[src/rtl/memory_game_pkg.sv]
// Shared types and defaults for the memory-game pair controller.
package memory_game_pkg;

    typedef enum logic [2:0] {
        ST_IDLE        = 3'd0,
        ST_WAIT_FIRST  = 3'd1,
        ST_WAIT_SECOND = 3'd2,
        ST_COMPARE     = 3'd3,
        ST_SHOW        = 3'd4,
        ST_DONE        = 3'd5
    } state_e;

    localparam int N_CARDS_DEF    = 16;
    localparam int SYM_W_DEF      = 3;
    localparam int HIDE_DELAY_DEF = 65_000_000;
    localparam int MOVES_W        = 12;

    // Width of an index/counter able to hold values 0..n-1, never less than 1.
    function automatic int idx_width(input int n);
        return (n > 1) ? $clog2(n) : 1;
    endfunction

endpackage

[src/rtl/card_pair_controller_click_encoder.sv]
// Turns per-card click levels into one click per cycle: rising-edge detect,
// lowest index wins, and clicks on face-up or matched cards are rejected.
module click_encoder
    import memory_game_pkg::*;
#(
    parameter int N_CARDS = N_CARDS_DEF,
    parameter int IDX_W   = idx_width(N_CARDS)
) (
    input  logic               clk,
    input  logic               rst,
    input  logic [N_CARDS-1:0] card_event,
    input  logic [N_CARDS-1:0] block_mask,
    output logic               click_valid,
    output logic [IDX_W-1:0]   click_idx
);

    logic [N_CARDS-1:0] card_event_q;
    logic [N_CARDS-1:0] card_event_d;
    logic [N_CARDS-1:0] rise;
    logic               hit;
    logic [IDX_W-1:0]   idx;

    always_comb begin
        card_event_d = card_event;
    end

    always_ff @(posedge clk) begin
        if (rst) begin
            card_event_q <= '0;
        end else begin
            card_event_q <= card_event_d;
        end
    end

    // Scan downward so the lowest rising index is the last one written.
    always_comb begin
        rise = card_event & ~card_event_q;
        hit  = 1'b0;
        idx  = '0;
        for (int i = N_CARDS - 1; i >= 0; i--) begin
            if (rise[i]) begin
                hit = 1'b1;
                idx = IDX_W'(i);
            end
        end
        click_valid = hit && !block_mask[idx];
        click_idx   = idx;
    end

endmodule

[src/rtl/card_pair_controller.sv]
// Memory-game logic: flip two cards, compare symbols, keep matched pairs,
// hide mismatches after HIDE_DELAY cycles; counts moves and flags the win.
module card_pair_controller
    import memory_game_pkg::*;
#(
    parameter int N_CARDS    = N_CARDS_DEF,
    parameter int SYM_W      = SYM_W_DEF,
    parameter int HIDE_DELAY = HIDE_DELAY_DEF
) (
    input  logic                       clk,
    input  logic                       rst,
    input  logic                       start,
    input  logic [N_CARDS-1:0]         card_event,
    input  logic [N_CARDS*SYM_W-1:0]   card_symbols,
    output logic [N_CARDS-1:0]         revealed,
    output logic [N_CARDS-1:0]         matched,
    output logic [MOVES_W-1:0]         moves,
    output logic                       busy,
    output logic                       game_won
);

    localparam int IDX_W = idx_width(N_CARDS);
    localparam int CNT_W = idx_width(HIDE_DELAY);

    state_e             state_q, state_d;
    logic [N_CARDS-1:0] revealed_q, revealed_d;
    logic [N_CARDS-1:0] matched_q, matched_d;
    logic [MOVES_W-1:0] moves_q, moves_d;
    logic               busy_q, busy_d;
    logic               game_won_q, game_won_d;
    logic [IDX_W-1:0]   first_idx_q, first_idx_d;
    logic [IDX_W-1:0]   second_idx_q, second_idx_d;
    logic [CNT_W-1:0]   cnt_q, cnt_d;

    logic               click_valid;
    logic [IDX_W-1:0]   click_idx;
    logic [SYM_W-1:0]   sym_arr [N_CARDS];
    logic [N_CARDS-1:0] pair_mask;
    logic [MOVES_W-1:0] moves_inc;

    click_encoder #(
        .N_CARDS (N_CARDS),
        .IDX_W   (IDX_W)
    ) u_click_encoder (
        .clk         (clk),
        .rst         (rst),
        .card_event  (card_event),
        .block_mask  (revealed_q | matched_q),
        .click_valid (click_valid),
        .click_idx   (click_idx)
    );

    for (genvar g = 0; g < N_CARDS; g++) begin : g_sym
        assign sym_arr[g] = card_symbols[g*SYM_W +: SYM_W];
    end

    always_comb begin
        pair_mask               = '0;
        pair_mask[first_idx_q]  = 1'b1;
        pair_mask[second_idx_q] = 1'b1;
        moves_inc = (moves_q == {MOVES_W{1'b1}}) ? moves_q : moves_q + 1'b1;
    end

    always_comb begin
        state_d      = state_q;
        revealed_d   = revealed_q;
        matched_d    = matched_q;
        moves_d      = moves_q;
        first_idx_d  = first_idx_q;
        second_idx_d = second_idx_q;
        cnt_d        = cnt_q;

        case (state_q)
            ST_IDLE: begin
                revealed_d = '0;
                matched_d  = '0;
                moves_d    = '0;
                if (start) begin
                    state_d = ST_WAIT_FIRST;
                end
            end
            ST_WAIT_FIRST: begin
                if (click_valid) begin
                    revealed_d[click_idx] = 1'b1;
                    first_idx_d           = click_idx;
                    state_d               = ST_WAIT_SECOND;
                end
            end
            ST_WAIT_SECOND: begin
                if (click_valid) begin
                    revealed_d[click_idx] = 1'b1;
                    second_idx_d          = click_idx;
                    state_d               = ST_COMPARE;
                end
            end
            ST_COMPARE: begin
                if (sym_arr[first_idx_q] == sym_arr[second_idx_q]) begin
                    matched_d  = matched_q | pair_mask;
                    revealed_d = revealed_q & ~pair_mask;
                    moves_d    = moves_inc;
                    state_d    = (matched_d == {N_CARDS{1'b1}}) ? ST_DONE : ST_WAIT_FIRST;
                end else begin
                    cnt_d   = CNT_W'(HIDE_DELAY - 1);
                    state_d = ST_SHOW;
                end
            end
            ST_SHOW: begin
                if (cnt_q == '0) begin
                    revealed_d = revealed_q & ~pair_mask;
                    moves_d    = moves_inc;
                    state_d    = ST_WAIT_FIRST;
                end else begin
                    cnt_d = cnt_q - 1'b1;
                end
            end
            ST_DONE: begin
            end
            default: begin
                state_d = ST_IDLE;
            end
        endcase

        // Dropping start abandons the game, including any pending hide.
        if (state_q != ST_IDLE && !start) begin
            state_d    = ST_IDLE;
            revealed_d = '0;
            matched_d  = '0;
            moves_d    = '0;
            cnt_d      = '0;
        end

        busy_d     = (state_d == ST_COMPARE) || (state_d == ST_SHOW);
        game_won_d = (state_d == ST_DONE);
    end

    always_ff @(posedge clk) begin
        if (rst) begin
            state_q      <= ST_IDLE;
            revealed_q   <= '0;
            matched_q    <= '0;
            moves_q      <= '0;
            busy_q       <= 1'b0;
            game_won_q   <= 1'b0;
            first_idx_q  <= '0;
            second_idx_q <= '0;
            cnt_q        <= '0;
        end else begin
            state_q      <= state_d;
            revealed_q   <= revealed_d;
            matched_q    <= matched_d;
            moves_q      <= moves_d;
            busy_q       <= busy_d;
            game_won_q   <= game_won_d;
            first_idx_q  <= first_idx_d;
            second_idx_q <= second_idx_d;
            cnt_q        <= cnt_d;
        end
    end

    assign revealed = revealed_q;
    assign matched  = matched_q;
    assign moves    = moves_q;
    assign busy     = busy_q;
    assign game_won = game_won_q;

endmodule

[config.mk]
export PLATFORM = sky130hd
export DESIGN_NAME = card_pair_controller
export DESIGN_NICKNAME = d
export VERILOG_FILES = /design/src/rtl/memory_game_pkg.sv /design/src/rtl/card_pair_controller_click_encoder.sv /design/src/rtl/card_pair_controller.sv
export SDC_FILE = /design/constraint.sdc
export NUM_CORES = 1
export LEC_CHECK = 0
export BUFFER_PORTS_ARGS = -buffer_cell sky130_fd_sc_hd__buf_2
export CAP_MARGIN = 0
export CORE_ASPECT_RATIO = 2
export CORE_MARGIN = 3
export CORE_UTILIZATION = 25
export CTS_BUF_LIST = sky130_fd_sc_hd__clkbuf_4 sky130_fd_sc_hd__clkbuf_8 sky130_fd_sc_hd__clkbuf_16
export CTS_CLUSTER_DIAMETER = 60
export DETAILED_ROUTE_END_ITERATION = 12
export GPL_ROUTABILITY_DRIVEN = 0
export SETUP_SLACK_MARGIN = 0.5
export SYNTH_ARGS = -nofsm -noshare
export SYNTH_HDL_FRONTEND = slang
export SYNTH_SLANG_ARGS = --single-unit
[constraint.sdc]
create_clock -name clk -period 7 [get_ports clk]
set_clock_uncertainty 0.2 [all_clocks]
set_input_delay 0.35 -clock clk [delete_from_list [all_inputs] [get_ports clk]]
set_output_delay 0.35 -clock clk [all_outputs]
set_load 0.1 [all_outputs]
# Yosys cells after proc, flatten, opt, wreduce, memory -nomap -nowiden
# Cells that the tools add are included.
dict set report totals {
  in_bits 67
  reg_bits 99
  elab_cells 136
  out_inout_bits 46
}
dict set report op_classes {
  addsub 2
  reduce_logical 23
  magnitude_cmp 8
  eq_ne 16
  n_bitwise 10
  muxes 67
}
# operator count
set ops {}
lappend ops {{two-way mux 16 bit} 4}
lappend ops {{two-way mux 4 bit} 16}
lappend ops {{OR 16 bit} 4}
lappend ops {{case mux 16 bit (4 select lines)} 1}
lappend ops {{two-way mux 26 bit} 2}
lappend ops {{case mux 26 bit (2 select lines)} 1}
lappend ops {{two-way mux 12 bit} 3}
lappend ops {{case mux 12 bit (3 select lines)} 1}
lappend ops {{two-way mux 3 bit} 11}
lappend ops {{AND 16 bit} 2}
lappend ops {{NOT 16 bit} 2}
lappend ops {{case mux 16 bit (2 select lines)} 1}
lappend ops {{zero test 26 bit} 1}
lappend ops {{subtractor 26 x 1 -> 26 bit (second input constant)} 1}
lappend ops {{binary-select mux 3 bit (select 4 bit)} 2}
lappend ops {{two-way mux 1 bit} 20}
lappend ops {{case mux 3 bit (6 select lines)} 1}
lappend ops {{equality test 16 bit (second input constant)} 1}
lappend ops {{< comparator 4 x 5 -> 1 bit (second input constant)} 3}
lappend ops {{adder 12 x 1 -> 12 bit (second input constant)} 1}
lappend ops {{demux 1 bit (select 4 bit)} 3}
lappend ops {{equality test 12 bit (second input constant)} 1}
lappend ops {{equality test 3 bit (second input constant)} 4}
lappend ops {{greater-or-equal comparator 4 x 1 -> 1 bit (second input constant)} 3}
lappend ops {{19 further kinds} 37}

# Logic depth before layout (Yosys ltp)
dict set report logic_depth {
  word_depth 27
  depth_mapped 13
  depth_no_buf 12
}

# By module
# From an unflattened synthesis, not the netlist that was laid out.
dict set report hier_totals {
  hier_cells 683
  area_unflattened_um2 5879.4
}
# module area_each_um2 cells_each n_inst
set by_module_without_submodules {}
lappend by_module_without_submodules {card_pair_controller 4966.0 580 1}
lappend by_module_without_submodules {click_encoder 913.4 103 1}

# Least setup slack after synthesis
# No wires, ideal clock.
dict set report synth_timing {
  path_type {flip-flop to flip-flop}
  from {reg second_idx_q[0]}
  to {reg moves_q[11], in the netlist moves[11]}
  stages_incl_launch_ff 12
  path_buffers 2
  arrival_time_ns 3.069
  period_less_slack_ns 3.339
  slack_ns 3.661
  setup_ns 0.070
  path_cell_list {dfxtp_1 > buf_2 > mux4_2 > mux4_2 > xor2_1 > o31ai_1 > nand2_2 > buf_6 > nor2_8 > nand3_4 > or3_1 > a21oi_1}
}
dict set report synth_between {
  elab_chain_len 7
}
# item line
set synth_lines {}
lappend synth_lines {{start, declared} card_pair_controller.sv:32} ;# logic [IDX_W-1:0] second_idx_q, second_idx_d;
lappend synth_lines {{start signal, assigned} card_pair_controller.sv:155} ;# second_idx_q <= second_idx_d;
lappend synth_lines {{NOT 4 -> 5 bit (not written as such)} card_pair_controller.sv:97} ;# if (sym_arr[first_idx_q] == sym_arr[second_idx_q]) begin
lappend synth_lines {{binary-select mux 3 bit (select 4 bit)} card_pair_controller.sv:97}
lappend synth_lines {{two-way mux 3 bit (not written as such) (2 in a row)} card_pair_controller.sv:97}
lappend synth_lines {{equality test 3 bit} card_pair_controller.sv:97}
lappend synth_lines {{inequality test 2 bit (no line)} n/a}
lappend synth_lines {{AND reduction 3 bit (no line)} n/a}
lappend synth_lines {{end signal, assigned} card_pair_controller.sv:151} ;# moves_q <= moves_d;
lappend synth_lines {{end, declared} card_pair_controller.sv:28} ;# logic [MOVES_W-1:0] moves_q, moves_d;
# Every way passes these cells. The select of a mux whose other input is x is not followed.
# A chain may end at the register's enable or synchronous reset.

# Final worst setup path
dict set report layout_timing {
  from {reg first_idx_q[0]}
  to {reg revealed_q[5], in the netlist revealed[5]}
}
dict set report layout_between {
  elab_chain_len 9
}
# item line
set layout_lines {}
lappend layout_lines {{start, declared} card_pair_controller.sv:31} ;# logic [IDX_W-1:0] first_idx_q, first_idx_d;
lappend layout_lines {{start signal, assigned} card_pair_controller.sv:154} ;# first_idx_q <= first_idx_d;
lappend layout_lines {{< comparator 4 x 5 -> 1 bit (not written as such) / greater-or-equal comparator 4 x 1 -> 1 bit (equally long branches)} card_pair_controller.sv:59} ;# pair_mask[first_idx_q] = 1'b1;
lappend layout_lines {{logical AND 1 bit (not written as such)} card_pair_controller.sv:59}
lappend layout_lines {{two-way mux 1 bit (not written as such)} card_pair_controller.sv:59}
lappend layout_lines {{demux 1 bit (select 4 bit)} card_pair_controller.sv:59}
lappend layout_lines {{OR 16 bit (no line)} n/a}
lappend layout_lines {{NOT 16 bit} {card_pair_controller.sv:99, card_pair_controller.sv:109}}
lappend layout_lines {{AND 16 bit} {card_pair_controller.sv:99, card_pair_controller.sv:109}}
lappend layout_lines {{two-way mux 16 bit (on tied branches)} {card_pair_controller.sv:108, card_pair_controller.sv:97}}
lappend layout_lines {{case mux 16 bit (4 select lines)} card_pair_controller.sv:73} ;# case (state_q)
lappend layout_lines {{end signal, assigned} card_pair_controller.sv:149} ;# revealed_q <= revealed_d;
lappend layout_lines {{end, declared} card_pair_controller.sv:26} ;# logic [N_CARDS-1:0] revealed_q, revealed_d;
# Parallel ways exist; a longest one is shown, timed or not. The select of a mux whose other input is x is not followed.

==> metrics.txt <==
DR pass1 iterations 5; main flop type after synthesis dfxtp_1; core area 0.0223 mm^2; Final Hold Viols 0; FP Rows 77; Avg Synthesized Cell Area 8.77 um^2; CTS Hold Bufs 0; Initial Util 0.255; Max Clk Rate 224 MHz; Area Overhead vs Synth 18.5%; max cap viols 0; Post-synth ARST share 0; Ports 113; placed wire-length estimate 14700 um; Setup TNS Final 0 ps; clock root buffer master clkbuf_16; fin nets 806; Initial DRC Count 410; WL final 18400 um; Hold/Removal Path Class input port to flop; CTS buffer count 9; htree depth 3; Clock transition at path regs 70 ps; Post-synth EDFFs 0; outcome finished, final reports clean; CP Capture Type flop; r2r setup slk 2530 ps; period utilization 0.638; CP max stage cell dfxtp_1; CTS tree built; register area 0.00198 mm^2; share of the synthesized area in the top cell type 0.349; Cells after Synth 647; Max stage delay on crit path 950 ps; maximum vdd drop 0.122 mV; CTS Sinks 99; syn nets 716; Die X 113 um; initial antenna violation count 0; post-route cell area 0.00672 mm^2; Post-CTS Setup Inserts 0; post-synthesis sequential area ratio 0.349; RSZ-0062 raised after global routing no; commonest non-fill, non-tap cell in the layout buf_2; remaining antenna violation count 0; GRT Resource Usage Total 0.149; Pleak 2.53 nW; Yosys reg bits 99; cell mode on critical path mux4_2; grt ovf 0; worst skew pair latency 350 ps; critical path launch point type flop; # fillers 2295; Setup-failing EPs final 0; Power Dens Cells 235 mW/mm^2; fin crit period 4470 ps; post-synth top area cell dfxtp_1; ANT cells 0; DR WL/cell 18.1 um; yosys warns 0; top area cells in the synthesized netlist dfxtp_1, mux4_2, nor2_1; fin. max-slew vios 0; DRC Markers 0; CP Class flop to flop; Cell Area, Placed 0.00644 mm^2; area of the mapped netlist 0.00567 mm^2; Least-Margin Pin Slew 1110 ps; Via density 5.10; critical path, cell by cell mux4_2, mux4_2, xor2_1, o31ai_2, buf_4, nand2_2, nor2_1, a211oi_1; die height 219 um; CP required 6980 ps; CP arrival 4450 ps; Layout Utilization 0.302; post_cts resized 0; full die area 0.0246 mm^2; area of the multi-input gates 0.00346 mm^2; Vias 5184; vias in the first global route 5313; most frequent cells in the layout buf_2, nor2_1, dfxtp_1; # port buffers 112; first-pass GRT wire length 28700 um; Slew HR 0.240; clk buf depth 2; library cells used by synthesis 64; share of layout cells above drive strength 1 0.247; largest net degree at the start of global routing 31; peak fanout along the critical path 20
-- layout make-up --
type                    instances  share of cell area
clock buffers                  12              0.0378
clock inverters                 3             0.00354
inverters                      18              0.0101
multi-input cells             493               0.515
flip-flops and latches         99               0.295
well taps                     276              0.0514
repair buffers                116              0.0878
-- routing by layer --
metal	GRT usage	vias to the layer above	wire (um)
li1	-	2523	-
met1	0.141	2452	6160
met2	0.285	148	10300
met3	0.0248	61	622
met4	0.106	0	1320
met5	0	-	0
-- stage by stage --
step / power [mW] / hold WS [ps] / worst slack [ps] / cells
detailed placement: 1.11 / 294 / 2540 / 1002
finish: 1.58 / 17.1 / 2530 / 1017
global route: 1.66 / 19.1 / 2180 / 1017
floorplan: 1.00 / 257 / 3660 / 647
global placement: 1.11 / 281 / 2620 / 1002
CTS: 1.59 / 7.85 / 2550 / 1017
-- state kept, by name, indices dropped and copies added (netlist names) --
name	cells
cnt_q	26
revealed	16
u_click_encoder.card_event_q	16
moves	12
first_idx_q	4
second_idx_q	4
matched	16
busy	1
game_won	1
state_q	3
-- logic make-up (layout without fill, tap and decap cells) --
group	count (synthesis)	in the layout	synth area share
AOI/OAI and AO/OA	137	137	0.165
xor gates and xnor gates	29	29	0.0448
adders and majority gates	2	2	0.00441
buffers and inverters	55	149	0.0421
DFF	99	99	0.349
muxes	40	40	0.138
and+or+nand+nor	285	285	0.257
-- path summary, 6_finish.rpt --
| kind | startpoint | end | depth (start not counted) |
|---|---|---|---|
| max | first_idx_q[0] | revealed[5] | 8 |
| min | card_event[11] | u_click_encoder.card_event_q[11] | 2 |
| max reg2reg | first_idx_q[0] | revealed[5] | 8 |
| min reg2reg | moves[9] | moves[9] | 2 |
-- synth_stat cells (all sizes together), types with 5 or more instances --
cell,number
a211oi,17
a21oi,36
a22oi,6
a31oi,16
a41oi,9
and3,5
buf,12
clkbuf,25
dfxtp,99
inv,18
mux2i,6
mux4,30
nand2,37
nand2b,23
nand3,10
nor2,107
nor2b,38
nor3,16
nor4,8
o21ai,19
or2,7
or3,12
or4,7
xnor2,19
xor2,10
-- worst max-delay path: cells and delay by family, from the launching register on --
kind,cells,cell delay (ps)
AND/OR/NAND/NOR,2,1140
multiplexers,2,1110
flip-flops,1,950
AO/OA/AOI/OAI,2,420
buffers and inverters,1,280
XOR/XNOR,1,190
-- where the power goes --
| part | leakage [nW] | internal (mW) | switching (mW) |
|---|---|---|---|
| sequential | 0.803 | 0.592 | 0.0442 |
| combinational | 1.60 | 0.176 | 0.287 |
| clock | 0.132 | 0.258 | 0.220 |
(Power assumes the default switching activity.)
